`src/rtl/seq_pattern_counter_pkg.sv`:
```
// Shared types and default sizes for the serial pattern counter.
package seq_cnt_pkg;
  typedef enum logic [1:0] {IDLE, RUN, DONE} state_e;

  localparam int PAT_W_DEF = 4;
  localparam int CNT_W_DEF = 8;
  localparam int LEN_W_DEF = 16;
endpackage

```
`src/rtl/seq_pattern_counter_if.sv`:
```
// Serial bit stream handshake: transfer = in_valid & in_ready.
interface seq_pattern_counter_if;
  logic in_valid;
  logic in_bit;
  logic in_ready;

  modport master (output in_valid, in_bit, input in_ready);
  modport slave  (input in_valid, in_bit, output in_ready);
endinterface

```
`src/rtl/seq_pattern_counter_window.sv`:
```
// Sliding PAT_W-bit window with fill tracking; match looks at the window as it
// would be after shifting in bit_in, so it is valid on the transfer cycle.
module pattern_window
  import seq_cnt_pkg::*;
#(
  parameter int PAT_W = PAT_W_DEF
) (
  input  logic             clk,
  input  logic             rst,
  input  logic             shift_en,
  input  logic             clear,
  input  logic [PAT_W-1:0] pattern,
  input  logic             bit_in,
  output logic             match
);
  localparam int FW = $clog2(PAT_W + 1);
  localparam logic [FW-1:0] FULL = FW'(PAT_W);
  localparam logic [FW-1:0] NEED = FW'(PAT_W - 1);

  logic [PAT_W-1:0] window;
  logic [PAT_W-1:0] next_win;
  logic [FW-1:0]    fill;

  assign next_win = {window[PAT_W-2:0], bit_in};
  assign match    = (next_win == pattern) && (fill >= NEED);

  // clear wins over shift so a non-overlapping match discards the whole window
  always_ff @(posedge clk) begin
    if (!rst) begin
      window <= '0;
      fill   <= '0;
    end else if (clear) begin
      window <= '0;
      fill   <= '0;
    end else if (shift_en) begin
      window <= next_win;
      if (fill != FULL) fill <= fill + 1'b1;
    end
  end
endmodule

```
`src/rtl/seq_pattern_counter.sv`:
```
// Frame-based serial pattern counter: FSM, bit/match counters and handshake.
module seq_pattern_counter
  import seq_cnt_pkg::*;
#(
  parameter int PAT_W = PAT_W_DEF,
  parameter int CNT_W = CNT_W_DEF,
  parameter int LEN_W = LEN_W_DEF
) (
  input  logic                  clk,
  input  logic                  rst,
  input  logic                  start,
  input  logic [PAT_W-1:0]      cfg_pattern,
  input  logic                  cfg_overlap,
  input  logic [LEN_W-1:0]      cfg_frame_len,
  seq_pattern_counter_if.slave  s_in,
  output logic [CNT_W-1:0]      count,
  output logic                  match_pulse,
  output logic                  busy,
  output logic                  done
);
  state_e           state, nxt;
  logic [PAT_W-1:0] pat_q;
  logic             ovl_q;
  logic [LEN_W-1:0] len_q;
  logic [LEN_W-1:0] bit_cnt, bit_nxt;
  logic             xfer, start_acc, win_match, win_clear;

  assign s_in.in_ready = (state == RUN);
  assign busy          = (state == RUN);
  assign done          = (state == DONE);

  assign xfer      = s_in.in_valid && (state == RUN);
  assign start_acc = start && (state != RUN);
  assign bit_nxt   = bit_cnt + 1'b1;
  assign win_clear = start_acc || (xfer && win_match && !ovl_q);

  pattern_window #(.PAT_W(PAT_W)) u_win (
    .clk      (clk),
    .rst      (rst),
    .shift_en (xfer),
    .clear    (win_clear),
    .pattern  (pat_q),
    .bit_in   (s_in.in_bit),
    .match    (win_match)
  );

  always_ff @(posedge clk) begin
    if (!rst) state <= IDLE;
    else      state <= nxt;
  end

  always_comb begin
    nxt = state;
    case (state)
      IDLE, DONE: if (start) nxt = (cfg_frame_len == '0) ? DONE : RUN;
      RUN:        if (xfer && (bit_nxt == len_q)) nxt = DONE;
      default:    nxt = IDLE;
    endcase
  end

  always_ff @(posedge clk) begin
    if (!rst) begin
      pat_q       <= '0;
      ovl_q       <= 1'b0;
      len_q       <= '0;
      bit_cnt     <= '0;
      count       <= '0;
      match_pulse <= 1'b0;
    end else begin
      match_pulse <= xfer && win_match;
      if (start_acc) begin
        pat_q   <= cfg_pattern;
        ovl_q   <= cfg_overlap;
        len_q   <= cfg_frame_len;
        bit_cnt <= '0;
        count   <= '0;
      end else if (xfer) begin
        bit_cnt <= bit_nxt;
        if (win_match && (count != '1)) count <= count + 1'b1;
      end
    end
  end
endmodule

```
`src/flat_wrapper.sv`:
```
// flat-port wrapper written by rule: the top's interface ports become plain ports
module seq_pattern_counter_flat import seq_cnt_pkg::*;
#(
  parameter int PAT_W = PAT_W_DEF,
  parameter int CNT_W = CNT_W_DEF,
  parameter int LEN_W = LEN_W_DEF
)
  (clk, rst, start, cfg_pattern, cfg_overlap, cfg_frame_len, count, match_pulse, busy, done, s_in_in_valid, s_in_in_bit, s_in_in_ready);
  seq_pattern_counter_if s_in_i ();
  input  logic clk;
  input  logic rst;
  input  logic start;
  input  logic [PAT_W-1:0] cfg_pattern;
  input  logic cfg_overlap;
  input  logic [LEN_W-1:0] cfg_frame_len;
  output logic [CNT_W-1:0] count;
  output logic match_pulse;
  output logic busy;
  output logic done;
  input wire logic [$bits(s_in_i.in_valid)-1:0] s_in_in_valid;
  input wire logic [$bits(s_in_i.in_bit)-1:0] s_in_in_bit;
  output wire logic [$bits(s_in_i.in_ready)-1:0] s_in_in_ready;
  assign s_in_i.in_valid = s_in_in_valid;
  assign s_in_i.in_bit = s_in_in_bit;
  assign s_in_in_ready = s_in_i.in_ready;
  seq_pattern_counter #(.PAT_W(PAT_W), .CNT_W(CNT_W), .LEN_W(LEN_W)) u_core (.clk(clk), .rst(rst), .start(start), .cfg_pattern(cfg_pattern), .cfg_overlap(cfg_overlap), .cfg_frame_len(cfg_frame_len), .s_in(s_in_i), .count(count), .match_pulse(match_pulse), .busy(busy), .done(done));
endmodule
```
`config.mk`:
```
export PLATFORM = sky130hd
export DESIGN_NAME = seq_pattern_counter_flat
export DESIGN_NICKNAME = d
export VERILOG_FILES = /design/src/rtl/seq_pattern_counter_pkg.sv /design/src/rtl/seq_pattern_counter_if.sv /design/src/rtl/seq_pattern_counter_window.sv /design/src/rtl/seq_pattern_counter.sv /design/src/flat_wrapper.sv
export SDC_FILE = /design/constraint.sdc
export NUM_CORES = 1
export LEC_CHECK = 0
export CAP_MARGIN = 20
export CORE_MARGIN = 4
export CORE_UTILIZATION = 55
export DETAILED_ROUTE_END_ITERATION = 10
export PLACE_DENSITY = 0.9
export SETUP_SLACK_MARGIN = 0.05
export SYNTH_ARGS = -nofsm -noshare
export SYNTH_HDL_FRONTEND = slang
export SYNTH_HIERARCHICAL = 1
export SYNTH_SLANG_ARGS = --single-unit
```
`constraint.sdc`:
```
create_clock -name clk -period 5.68 [get_ports clk]
set_input_delay 0.852 -clock clk [delete_from_list [all_inputs] [get_ports clk]]
set_output_delay 0.852 -clock clk [all_outputs]
set_load 0.005 [all_outputs]
```
# Yosys cells after proc, flatten, opt, wreduce, memory -nomap -nowiden
# Index checks and enable logic that the tools add are counted.
[classes] addsub=3 magnitude_cmp=1 eq_ne=9 mux=4 bitwise=1 n_reduce_logical=17
[ops] operator="$add 16x1->16 const B" count=1
[ops] operator="$eq 16x16->1" count=1
[ops] operator="$logic_not 16->1" count=1
[ops] operator="$add 8x1->8 const B" count=1
[ops] operator="$ne 8x8->1 const B" count=1
[ops] operator="$logic_and 1x1->1" count=7
[ops] operator="$mux 2" count=3
[ops] operator="$reduce_and 2->1" count=3
[ops] operator="$reduce_or 2->1" count=3
[ops] operator="$eq 4x4->1" count=1
[ops] operator="$ne 2x1->1 const B" count=2
[ops] operator="$pmux 2 s2" count=1
[ops] operator="$add 3x1->3 const B" count=1
[ops] operator="$ge 3x2->1 const B" count=1
[ops] operator="$ne 3x3->1 const B" count=1
[ops] operator="$eq 2x1->1 const B" count=1
[ops] operator="$eq 2x2->1 const B" count=1
[ops] operator="$logic_not 2->1" count=1
[ops] operator="$ne 2x2->1 const B" count=1
[ops] operator="$logic_not 1->1" count=1
[ops] operator="$logic_or 1x1->1" count=1
[ops] operator="$not 1->1" count=1
[word_totals] ff_bits=54 in_bits=26 out_inout_bits=12 wordCells=44

# Logic depth before layout (Yosys ltp)
[depth] depth_word=6 ltp_mapped=9 ltp_nobuf=9

# Hierarchy
# Netlist, hierarchy kept.
[modules_own_cells] module="seq_pattern_counter" instances=1 cells_each=296 area_each_um2=2428.6 seq_area_each_um2=960.9
[modules_own_cells] module="pattern_window" instances=1 cells_each=36 area_each_um2=345.3 seq_area_each_um2=120.1

# Worst setup path before layout
# No wires, ideal clock.
[synth_timing] path_type="input to register" start="input s_in_in_bit" end="register u_core.count[5]" setup_ns=0.070 t_arrival_ns=2.015 required_ns=5.610 setup_slack_ns=3.595 stages=7 path_buffers=0 cell_sequence="xnor2_1 -> nand3_1 -> nor3_1 -> and4b_1 -> o211ai_1 -> or3_1 -> a21oi_1"
[synth_between] elab_chain_cells=4
[synth_rtl] item="start, declared" line_no="flat_wrapper.sv:21" text="input wire logic [$bits(s_in_i.in_bit)-1:0] s_in_in_bit;"
[synth_rtl] item="$eq 4x4->1" line_no="seq_pattern_counter_window.sv:25" text="assign match = (next_win == pattern) && (fill >= NEED);"
[synth_rtl] item="$logic_and 1x1->1" line_no="seq_pattern_counter_window.sv:25"
[synth_rtl] item="named net u_core.win_match" line_no="seq_pattern_counter.sv:26" text="logic xfer, start_acc, win_match, win_clear;"
[synth_rtl] item="$logic_and 1x1->1" line_no="seq_pattern_counter.sv:79" text="if (win_match && (count != '1)) count <= count + 1'b1;"
[synth_rtl] item="$reduce_and 2->1 (no source line)"
[synth_rtl] item="end signal, assigned" line_no="seq_pattern_counter.sv:79"
[synth_rtl] item="end, declared" line_no="seq_pattern_counter.sv:16" text="output logic [CNT_W-1:0] count,"
# The timed path passes the listed nets, and every way through them passes these cells.
# A chain may end at the register's enable or synchronous reset.

# Worst setup path in the final report
[layout_timing] start="input start" end="register u_core.bit_cnt[1]"
[layout_between] elab_chain_cells=2
[layout_rtl] item="start, declared" line_no="flat_wrapper.sv:12" text="input logic start;"
[layout_rtl] item="$logic_and 1x1->1" line_no="seq_pattern_counter.sv:33" text="assign start_acc = start && (state != RUN);"
[layout_rtl] item="$reduce_or 2->1 (no source line)"
[layout_rtl] item="end signal, assigned" line_no="seq_pattern_counter.sv:78" text="bit_cnt <= bit_nxt;"
[layout_rtl] item="end, declared" line_no="seq_pattern_counter.sv:25" text="logic [LEN_W-1:0] bit_cnt, bit_nxt;"
# Every way passes these cells.

==> summary by stage <==
Outcome
The flow ran to the end, and the final reports show no timing, DRC or antenna violations.

CTS
The clock tree from TritonCTS is done. Buffers added to address setup during post-CTS repair amount to 0. The number of clock buffers inserted by TritonCTS is 5.

The number of clock sinks is 54. The insertion delay to the later sink of the worst-skew pair is 0.30 ns. The clock-pin slew of the registers on the worst-case setup and hold paths is 0.09 ns. The number of levels in the clock H-tree is 2. The count of hold-fix buffers inserted at cts is 0. In this run the clock root is driven by a sky130_fd_sc_hd__clkbuf_8. The number of instances resized during post-cts repair is 0. The maximum buffer depth of the clock tree is 2.

Synth
After synthesis, the most frequently instantiated cells are sky130_fd_sc_hd__nand2_1 (57), sky130_fd_sc_hd__dfxtp_1 (54), sky130_fd_sc_hd__nor2_1 (38). The fraction of registers with async set/reset is 0. The synthesized instance count is 332. The number of nets produced by synthesis is 363. The mean instance size in the synthesized netlist is 8.36 sq um. Yosys mapped the design onto 50 distinct sky130hd cell types. Ranked by total cell area, the synthesized netlist is headed by sky130_fd_sc_hd__dfxtp_1 (39%), sky130_fd_sc_hd__xnor2_1 (8.2%), sky130_fd_sc_hd__nand2_1 (7.7%), sky130_fd_sc_hd__xor2_1 (6.3%), sky130_fd_sc_hd__nor2_1 (5.1%). Yosys printed 6 warnings. The dominant cell by count in the synthesized netlist is sky130_fd_sc_hd__nand2_1.

The synthesized design spends more area on one cell type than any other, namely sky130_fd_sc_hd__dfxtp_1. The proportion of synthesized chip area in sequential cells is 0.390. The leading register cell type out of synthesis is sky130_fd_sc_hd__dfxtp_1. Counting flops and latches in the post-synthesis netlist gives 54. In this run, synthesis inferred 0 flip-flops with an integrated enable.

The post-synthesis instance area is 2770 sq um. The share of synthesized area in the top cell type comes to 0.390.

Layout
Relative to the synthesized area, the layout overhead comes to 17.9%. The proportion of layout cells with a drive suffix above 1 is 0.0525. The repair_antennas step left the layout with diodes totalling 0. After filler insertion, the fill cell instance count of the layout stands at 381.

The final net count is 392.

Pwr
VDD sags by at most 0.000168 V. The switching share of power is 0.231. The combinational group share of total power is 0.110. The internal portion of the total power is 575 uW. In this run the power density over the cells is 228 nW/um^2. The analysis attributes to cell leakage a power of 1.16 nW. The share of total power in the clock network is 0.357. The overall power of the completed layout is 747 uW. The proportion of power drawn by flip-flops and latches is 0.534. The net switching power figure is 172 uW.

STA
The post-route setup TNS is 0 ns. The total setup violations reported at the end of the flow is 0. Setup repair after global routing left no endpoint under its margin. In the finished design, the share of the clock period the worst path needs comes to 0.469.

The worst hold slack is 0.477 ns. Counting I/O delays and the setup requirement, the final critical path takes 2.66 ns. The pin slew with the least headroom to its limit is 0.798 ns. The worst slew margin relative to its limit is 0.467. The final count of hold timing violations is 0. The largest clock skew in the final design is 0.0101 ns. The max-slew violation count is 0. Static timing analysis puts the maximum clock frequency at 375 MHz.

Die
The count of standard-cell rows is 25. The number of top-level design ports is 38. The starting density of the core is 0.576. The floorplan core area is 4820 sq um. From bottom edge to top edge, the die measures 79.0 um. The x dimension of the die is 79.0 um. The die area is 6240 sq um.

GRT
Entering global routing, the biggest net connects 25 pins. The number of antenna violations at the first check in global routing is 0. The via count of the first global-routing pass is 2327. For this run, the total global-route usage over all layers was measured as 0.197.

The sum of overflow across all layers after global routing is 0. The first global-routing pass estimated 9930 um of wire.

Worst setup path
The signal arrival time at the worst endpoint is 2.89 ns. Walking the worst path, the cells encountered are clkdlybuf4s50_1 > nand2b_1 > nand2_1 > a21oi_1. The cell family contributing the most delay on the critical path is simple AND/OR/NAND/NOR gates.

The worst path buffer plus inverter count is 1. Among all stages on the critical path, the largest delay is contributed by sky130_fd_sc_hd__nand2_1. STA puts the critical path data required time at 5.90 ns. The worst setup path is launched from an input pin. The kind of end point of the critical path is a register. In this run the worst path has a maximum fanout of 24. The worst setup path is of the input pin to register kind.

The peak per-stage delay on the critical path is 0.68 ns.

Detailed routing
The number of vias in the routed layout is 2390. The routed wire length is 5830 um. The number of optimization iterations in the first detailed-route pass is 4. The average vias per placed instance is 5.57. In the routed design, unresolved DRC markers number 0. In this run the remaining antenna-violating nets after routing total 0. The mean routed wirelength per cell is 13.6 um. The first-iteration detailed-routing DRC count is 188.

Run
Across the run, the number of max-cap violations was 0.

Placed design
The last weighted congestion value of the routability-driven placer is 0.885. The port buffer count is 37. The sum of net half-perimeters after detailed placement is 4470 um.

Hold path
The path class of the lowest-slack min-delay path is register to register.
metrics by stage:
stage | cell area [sq um] | utilization | std cells | setup WS, ns
2_1_floorplan | 2770 | - | 332 | 3.60
3_3_place_gp | 3150 | 0.654 | 421 | 2.75
3_5_place_dp | 3150 | 0.654 | 421 | 2.71
4_1_cts | 3270 | 0.679 | 429 | 3.02
5_1_grt | 3270 | 0.679 | 429 | 2.81
6_report | 3270 | 0.679 | 429 | 3.02
final cells by class:
type,count,area (sq um),share of cell area
sequential,54,1080,0.331
clock buffer,6,82.6,0.0252
tap,67,83.8,0.0256
clock inverter,2,38.8,0.0119
multi-input combinational,253,1570,0.481
timing repair buffer,38,378,0.116
inverter,9,33.8,0.0103
sequential cells by signal, summed over array words and instances (netlist names):
register             cells
u_core/bit_cnt          16
u_core/len_q            16
u_core/count             8
u_core/pat_q             4
u_core/u_win/fill        3
u_core/u_win/window      3
u_core/state             2
u_core/match_pulse       1
u_core/ovl_q             1
power by group through the flow:
stage | logic [mW] | clock network, mW | registers, mW
floorplan | 0.0520 | 0 | 0.404
global placement | 0.0792 | 0 | 0.407
detailed placement | 0.0813 | 0 | 0.407
CTS | 0.0818 | 0.271 | 0.399
global route | 0.0904 | 0.285 | 0.400
finish | 0.0819 | 0.267 | 0.399
cells in the final DEF, fill, tap and decap left out, drive strengths merged, types with 7 or more instances in the layout:
master / synthesis / layout
inv: 9 / 10
clkdlybuf4s50: 0 / 37
xor2: 20 / 20
nand3: 10 / 10
dfxtp: 54 / 54
xnor2: 26 / 26
nor4: 7 / 7
a21oi: 24 / 24
nand2: 57 / 57
nand4: 10 / 10
nor2: 38 / 38
worst register-to-register path, delay by kind of cell, from the launching register on:
family	cells	cell delay (ns)
AOI/OAI and AO/OA	1	0.30
DFF	1	0.42
and+or+nand+nor	3	1.65
final timing paths:
check                                 from                              to  slack (ns)  cells after the start
min          u_core/len_q[11]$_SDFFE_PN0P_   u_core/len_q[11]$_SDFFE_PN0P_        0.48                      2
min reg2reg  u_core/len_q[11]$_SDFFE_PN0P_   u_core/len_q[11]$_SDFFE_PN0P_        0.48                      2
max                                  start  u_core/bit_cnt[1]$_SDFFE_PP0P_        3.02                      4
max reg2reg   u_core/state[0]$_SDFFE_PN0P_  u_core/bit_cnt[1]$_SDFFE_PP0P_        3.22                      4
per-layer routing:
layer | share of wire | routed length, um | up-vias | global-route usage
met5 | 0 | 0 | - | 0
li1 | - | - | 1187 | -
met2 | 0.50 | 2900 | 83 | 0.353
met1 | 0.43 | 2500 | 1110 | 0.229
met4 | 0.016 | 93 | 0 | 0.0756
met3 | 0.059 | 342 | 10 | 0.0420
cells by family after synthesis:
family	Yosys count	synth area share
simple gates	144	0.251
flops	54	0.390
compound gates	52	0.126
xor+xnor	46	0.145
buf+inv	25	0.0433
mux	6	0.0217
fa+ha+maj	5	0.0226
(Power assumes the default switching activity.)
